<file path="config.mk">
export PLATFORM = sky130hd
export DESIGN_NAME = sram_port_arbiter
export DESIGN_NICKNAME = d
export VERILOG_FILES = /design/src/rtl/sram_port_arbiter.sv
export SDC_FILE = /design/constraint.sdc
export NUM_CORES = 1
export LEC_CHECK = 0
export CELL_PAD_IN_SITES_DETAIL_PLACEMENT = 1
export CELL_PAD_IN_SITES_GLOBAL_PLACEMENT = 1
export CORE_ASPECT_RATIO = 0.8
export CORE_UTILIZATION = 26
export CTS_BUF_LIST = sky130_fd_sc_hd__clkbuf_4 sky130_fd_sc_hd__clkbuf_8
export CTS_CLUSTER_DIAMETER = 40
export DETAILED_ROUTE_END_ITERATION = 7
export GPL_TIMING_DRIVEN = 0
export PLACE_DENSITY_LB_ADDON = 0.1
export SLEW_MARGIN = 20
export SYNTH_ARGS = -nofsm -noshare
export SYNTH_HDL_FRONTEND = slang
export SYNTH_SLANG_ARGS = --single-unit
</file>
<file path="constraint.sdc">
create_clock -name clk -period 2.1 [get_ports clk]
set_clock_uncertainty 0.1 [all_clocks]
set_input_delay 0.525 -clock clk [delete_from_list [all_inputs] [get_ports clk]]
set_output_delay 0.525 -clock clk [all_outputs]
set_load 0.01 [all_outputs]
</file>
<file path="src/rtl/sram_port_arbiter.sv">
// rtl/sram_port_arbiter.sv - one-in-flight arbiter sharing the memory port between fetch and data requesters
// Optional ARB_ROUND_ROBIN_EN swaps fixed data priority (with starvation guard) for round-robin.
module sram_port_arbiter #(
  parameter int ADDR_W       = 32,
  parameter int STARVE_LIMIT = 4
) (
  input  logic              clk,
  input  logic              resetn,
  input  logic              inst_req,
  input  logic [ADDR_W-1:0] inst_addr,
  output logic              inst_addr_ok,
  output logic              inst_data_ok,
  output logic [63:0]       inst_rdata,
  input  logic              data_req,
  input  logic              data_wr,
  input  logic [3:0]        data_wstrb,
  input  logic [ADDR_W-1:0] data_addr,
  input  logic [31:0]       data_wdata,
  output logic              data_addr_ok,
  output logic              data_data_ok,
  output logic [31:0]       data_rdata,
  output logic              mem_req,
  output logic              mem_wr,
  output logic              mem_size64,
  output logic [3:0]        mem_wstrb,
  output logic [ADDR_W-1:0] mem_addr,
  output logic [31:0]       mem_wdata,
  input  logic              mem_addr_ok,
  input  logic              mem_data_ok,
  input  logic [63:0]       mem_rdata
);

  typedef enum logic [1:0] {IDLE, ADDR, RESP} state_t;

  state_t            state;
  logic              owner_inst;
  logic [ADDR_W-1:0] addr_q;
  logic              wr_q;
  logic [3:0]        wstrb_q;
  logic [31:0]       wdata_q;
  logic              inst_wins;
  logic              grant_inst;
  logic              grant_data;

`ifdef ARB_ROUND_ROBIN_EN
  logic last_inst;

  assign inst_wins = !data_req || !last_inst;

  always_ff @(posedge clk or negedge resetn) begin
    if (!resetn) begin
      last_inst <= 1'b1;
    end else if (grant_inst) begin
      last_inst <= 1'b1;
    end else if (grant_data) begin
      last_inst <= 1'b0;
    end
  end
`else
  logic [3:0] starve_cnt;

  assign inst_wins = !data_req || (starve_cnt == 4'(STARVE_LIMIT));

  // Counts data grants that bypassed a waiting fetch; saturates so the fetch stays forced.
  always_ff @(posedge clk or negedge resetn) begin
    if (!resetn) begin
      starve_cnt <= '0;
    end else if (state == IDLE) begin
      if (grant_inst) begin
        starve_cnt <= '0;
      end else if (grant_data && inst_req) begin
        if (starve_cnt != 4'(STARVE_LIMIT)) starve_cnt <= starve_cnt + 4'd1;
      end else if (!inst_req) begin
        starve_cnt <= '0;
      end
    end
  end
`endif

  assign grant_inst = (state == IDLE) && inst_req && inst_wins;
  assign grant_data = (state == IDLE) && data_req && !grant_inst;

  // Grants are gated by reset so nothing leaks out while resetn is held low.
  assign inst_addr_ok = resetn && grant_inst;
  assign data_addr_ok = resetn && grant_data;
  assign inst_data_ok = (state == RESP) && owner_inst && mem_data_ok;
  assign data_data_ok = (state == RESP) && !owner_inst && mem_data_ok;
  assign inst_rdata   = inst_data_ok ? mem_rdata : 64'd0;
  assign data_rdata   = data_data_ok ? mem_rdata[31:0] : 32'd0;

  assign mem_req    = (state == ADDR);
  assign mem_wr     = mem_req && wr_q;
  assign mem_size64 = mem_req && owner_inst;
  assign mem_wstrb  = (mem_req && wr_q) ? wstrb_q : 4'd0;
  assign mem_addr   = mem_req ? addr_q : '0;
  assign mem_wdata  = (mem_req && wr_q) ? wdata_q : 32'd0;

  always_ff @(posedge clk or negedge resetn) begin
    if (!resetn) begin
      state      <= IDLE;
      owner_inst <= 1'b0;
      addr_q     <= '0;
      wr_q       <= 1'b0;
      wstrb_q    <= 4'd0;
      wdata_q    <= 32'd0;
    end else begin
      case (state)
        IDLE: begin
          if (grant_inst) begin
            owner_inst <= 1'b1;
            addr_q     <= inst_addr;
            wr_q       <= 1'b0;
            wstrb_q    <= 4'd0;
            wdata_q    <= 32'd0;
            state      <= ADDR;
          end else if (grant_data) begin
            owner_inst <= 1'b0;
            addr_q     <= data_addr;
            wr_q       <= data_wr;
            wstrb_q    <= data_wr ? data_wstrb : 4'd0;
            wdata_q    <= data_wdata;
            state      <= ADDR;
          end
        end
        ADDR: if (mem_addr_ok) state <= RESP;
        RESP: if (mem_data_ok) state <= IDLE;
        default: state <= IDLE;
      endcase
    end
  end

endmodule
</file>
==> impl_metrics.py <==
metrics = {
    "status": {
        "status": "finished with violations",
        "failed_checks": "setup timing",
    },
    "clock_tree": {
        "cts.root.buffer_cell": "sky130_fd_sc_hd__clkbuf_8",
        "max_h_tree_level": 3,
        "tritoncts": "yes",
        "cts_buffers": 9,
        "cts_sinks": 76,
        "path_clk_slew_ns": 0.09,
        "cts-root-to-sink-buffers": 2,
        "clock_latency_ns": 0.38,
    },
    "yosys": {
        "syn_nets": 742,
        "yosys.cell_types.count": 35,
        "leading_post_synthesis_cells_by_cell_area": "sky130_fd_sc_hd__dfrtp_1 37%, sky130_fd_sc_hd__and2_1 16%, sky130_fd_sc_hd__a211oi_2 6.3%",
        "synthCells": 569,
        "ys_async_sr_fraction_pct": 100,
        "synthDominantCellAreaShare_pct": 37.1,
        "synth_top_cell_by_area": "sky130_fd_sc_hd__dfrtp_1",
        "yosysWarnings": 0,
        "synth_flop_cell": "sky130_fd_sc_hd__dfrtp_1",
        "post_synth.cell_area_avg_um2": 9.02,
        "ys_seq_elements": 76,
        "synth-seq-area-share_pct": 37.1,
        "synth_edf_count": 0,
        "syn_area_um2": 5130,
    },
    "final_layout": {
        "stdcell_count": 1239,
        "syn_to_final_growth_pct": 106,
        "finalCoreUtilization_pct": 55.2,
        "num-fill-cells": 2089,
        "multi_input_area_um2": 3300,
        "register_area_um2": 1900,
        "layout.nets": 1147,
        "final_layout_size_suffix_gt1_share_pct": 50.9,
    },
    "grt": {
        "global_route.usage.met1_pct": 32.4,
        "first_global_vias": 6742,
        "grt_start_max_net_pins": 49,
        "antenna_found_initial": 3,
        "met3_resource_use_gr_pct": 9.06,
        "first_pass_grt_wire_length_um": 41100,
        "grt_most_used_layer": "met2",
        "grtUsageTotal_pct": 27.0,
        "overflow": 0,
        "use_met2_pct": 45.2,
    },
    "worst_setup_path": {
        "ff2ff_path_depth": 8,
        "reg2reg_slack_ns": 0.08,
        "timing_worst_setup_path_type": "reg2out",
        "critical_path_peak_fanout": 8,
        "worst_path_largest_cell_delay_ns": 0.42,
        "critical_path.endpoint_type": "primary output",
        "crit_top_cell": "sky130_fd_sc_hd__buf_6",
        "wp_data_required_ns": 1.47,
        "worstPathArrival_ns": 1.91,
        "setup.worst_path.start_class": "flip-flop",
        "cp_cell_sequence": "buf_6, buf_6, nor3_4, buf_12, clkbuf_4, and2_1, buf_2",
        "crit_path_top_delay_cell": "sky130_fd_sc_hd__dfrtp_1",
    },
    "place": {
        "place_congestion": 0.837,
        "dpl.hpwl_um": 20200,
        "pre_cts_slack_ns": -1.48,
        "port-buffer-count": 340,
        "place_inst": 1168,
    },
    "die": {
        "fp.dieW_um": 159,
        "fp.coreArea_um2": 19100,
        "design.die.area_um2": 20300,
        "floorplan.io_pins": 342,
        "die_y_um": 128,
        "initial_utilization_pct": 26.8,
        "fp-row-count": 45,
    },
    "route": {
        "route.detailed.wl_per_inst_um": 23.1,
        "detail_route.drc_violations": 0,
        "drtPass1Iterations": 4,
        "routed_wl_um": 28600,
        "detailroute.via_count": 6155,
        "detailedRoute.firstIterationViolations": 220,
        "viasPerCell": 4.97,
        "post_drt_antenna_nets": 0,
    },
    "timing": {
        "rsz0062_at_grt": "true",
        "whs_ns": 0.0939,
        "post-route-period-util_pct": 121,
        "fmaxAchievable_mhz": 394,
        "max-slew-margin-rel_pct": 58.9,
        "finalSetupViolations": 171,
        "final-hold-violation-count": 0,
        "slew_of_the_pin_with_the_lowest_slew_margin_ns": 0.614,
        "finalWorstSetupSlack_ns": -0.437,
        "layout_min_cycle_time_ns": 2.54,
        "slew_limit_fails": 0,
    },
    "flow_run": {
        "max_cap_violations": 0,
    },
    "pwr": {
        "power.density_cell_area_nw_per_um2": 1070,
        "leakagePower_nw": 4.85,
        "finalPower_mw": 11.3,
        "vdd.ir_drop.worst_v": 0.000438,
    },
    "worst_hold_path": {
        "hold_path.class": "in2async",
    },
}
[Yosys cell counts, types with 16 or more instances]
master	count
sky130_fd_sc_hd__o22ai_1	31
sky130_fd_sc_hd__and2_1	131
sky130_fd_sc_hd__a22o_1	33
sky130_fd_sc_hd__buf_2	16
sky130_fd_sc_hd__a211oi_2	26
sky130_fd_sc_hd__and3_1	36
sky130_fd_sc_hd__inv_1	38
sky130_fd_sc_hd__a21oi_1	33
sky130_fd_sc_hd__clkbuf_1	39
sky130_fd_sc_hd__or2_2	31
sky130_fd_sc_hd__or4b_1	26
sky130_fd_sc_hd__dfrtp_1	76
[registers in the layout, indices dropped and copies added, names as in the netlist]
name and flops:
addr_q 32, wdata_q 32, starve_cnt 4, wstrb_q 4
state 2, owner_inst 1, wr_q 1
[metal layers]
metal | routed length [um] | up-vias
met5 | 8 | -
met4 | 721 | 2
met3 | 2190 | 41
met2 | 14000 | 236
met1 | 11700 | 3058
li1 | - | 2818
[kinds of logic (layout without fill, tap and decap cells)]
logic type / count (synthesis) / in the layout / share of synthesized area [%]
other: 0 / 2 / 0
AND/OR/NAND/NOR: 249 / 249 / 32.3
flip-flops: 76 / 76 / 37.1
adder cells (fa/ha/maj): 2 / 2 / 0.488
multiplexers: 1 / 1 / 0.195
buffers and inverters: 98 / 508 / 7.98
AO/OA/AOI/OAI: 143 / 143 / 22.0
[power breakdown]
part	switching, mW	internal, mW	total, mW	leakage, nW
Clock	0.647	0.592	1.24	0.107
Sequential	0.470	2.12	2.59	0.929
Combinational	3.27	4.17	7.43	3.81
[layout by cell type (no fill, tap or decap), types with 2 or more instances in the layout]
cell                              instances
sky130_fd_sc_hd__and3_1                  12
sky130_fd_sc_hd__or4b_1                  25
sky130_fd_sc_hd__clkbuf_8                17
sky130_fd_sc_hd__clkbuf_2                 8
sky130_fd_sc_hd__nand3_1                  2
sky130_fd_sc_hd__dfrtp_1                 76
sky130_fd_sc_hd__clkdlybuf4s50_1        167
sky130_fd_sc_hd__clkinv_4                 2
sky130_fd_sc_hd__o22ai_1                 31
sky130_fd_sc_hd__inv_1                   36
sky130_fd_sc_hd__o21ai_0                  5
sky130_fd_sc_hd__a32o_1                   4
sky130_fd_sc_hd__buf_6                  157
sky130_fd_sc_hd__a22o_1                  33
sky130_fd_sc_hd__inv_6                    2
sky130_fd_sc_hd__buf_4                   24
sky130_fd_sc_hd__and2_4                 111
sky130_fd_sc_hd__nor2_1                   2
sky130_fd_sc_hd__or2_2                   31
sky130_fd_sc_hd__a211oi_1                 6
sky130_fd_sc_hd__and2_1                  20
sky130_fd_sc_hd__clkbuf_4                 2
sky130_fd_sc_hd__buf_2                   42
sky130_fd_sc_hd__buf_12                   5
sky130_fd_sc_hd__inv_2                    2
sky130_fd_sc_hd__clkbuf_1                12
sky130_fd_sc_hd__a21oi_1                 32
sky130_fd_sc_hd__nand2_1                  7
sky130_fd_sc_hd__a211oi_2                26
sky130_fd_sc_hd__and3_4                  24
sky130_fd_sc_hd__a2111oi_0                2
sky130_fd_sc_hd__or4b_2                   4
sky130_fd_sc_hd__diode_2                  2
sky130_fd_sc_hd__clkbuf_16               10
sky130_fd_sc_hd__buf_8                   17
[area by class of cell]
class                      instances  area share, %
clock inverter                     6          0.663
sequential                        76           18.0
buffer                            53           4.64
antenna                            2         0.0474
inverter                          38           1.35
tap                              258           3.06
multi-input combinational        395           31.3
timing repair buffer             401           39.7
clock buffer                      10           1.30
[worst max-delay path, delay by kind of cell, from the launching register on]
family                 cells  cell delay, ns
buffers and inverters      5            0.74
flip-flops                 1            0.42
AND/OR/NAND/NOR            2            0.35
[per-stage QoR]
stage / area, um2 / TNS (ns)
floorplan: 5140 / 0
global placement: 8860 / -401.15
detailed placement: 8890 / -197.30
CTS: 9740 / -58.32
global route: 10600 / -71.41
finish: 10600 / -54.27
[worst paths after layout]
kind / startpoint / endpoint
hold reg to reg: wdata_q[13]$_DFFE_PN0P_ / wdata_q[13]$_DFFE_PN0P_
hold / removal: resetn / addr_q[10]$_DFFE_PN0P_
max in group asynchronous: resetn / addr_q[28]$_DFFE_PN0P_
setup reg to reg: state[1]$_DFFE_PN0P_ / wdata_q[15]$_DFFE_PN0P_
setup / recovery: state[0]$_DFFE_PN0P_ / data_rdata[17]
min in group clk: wdata_q[13]$_DFFE_PN0P_ / wdata_q[13]$_DFFE_PN0P_
[timing repair]
action / CTS / global route
gates cloned: 12 / 7
pin swaps: 34 / 44
gates resized for setup: 872 / 259
buffers inserted: 28 / 15
endpoints found under the setup margin: 185 / 212
hold buffers: 2 / 0
hold endpoints to repair: 19 / 0
Note: power is estimated with default switching activity, not from simulation.
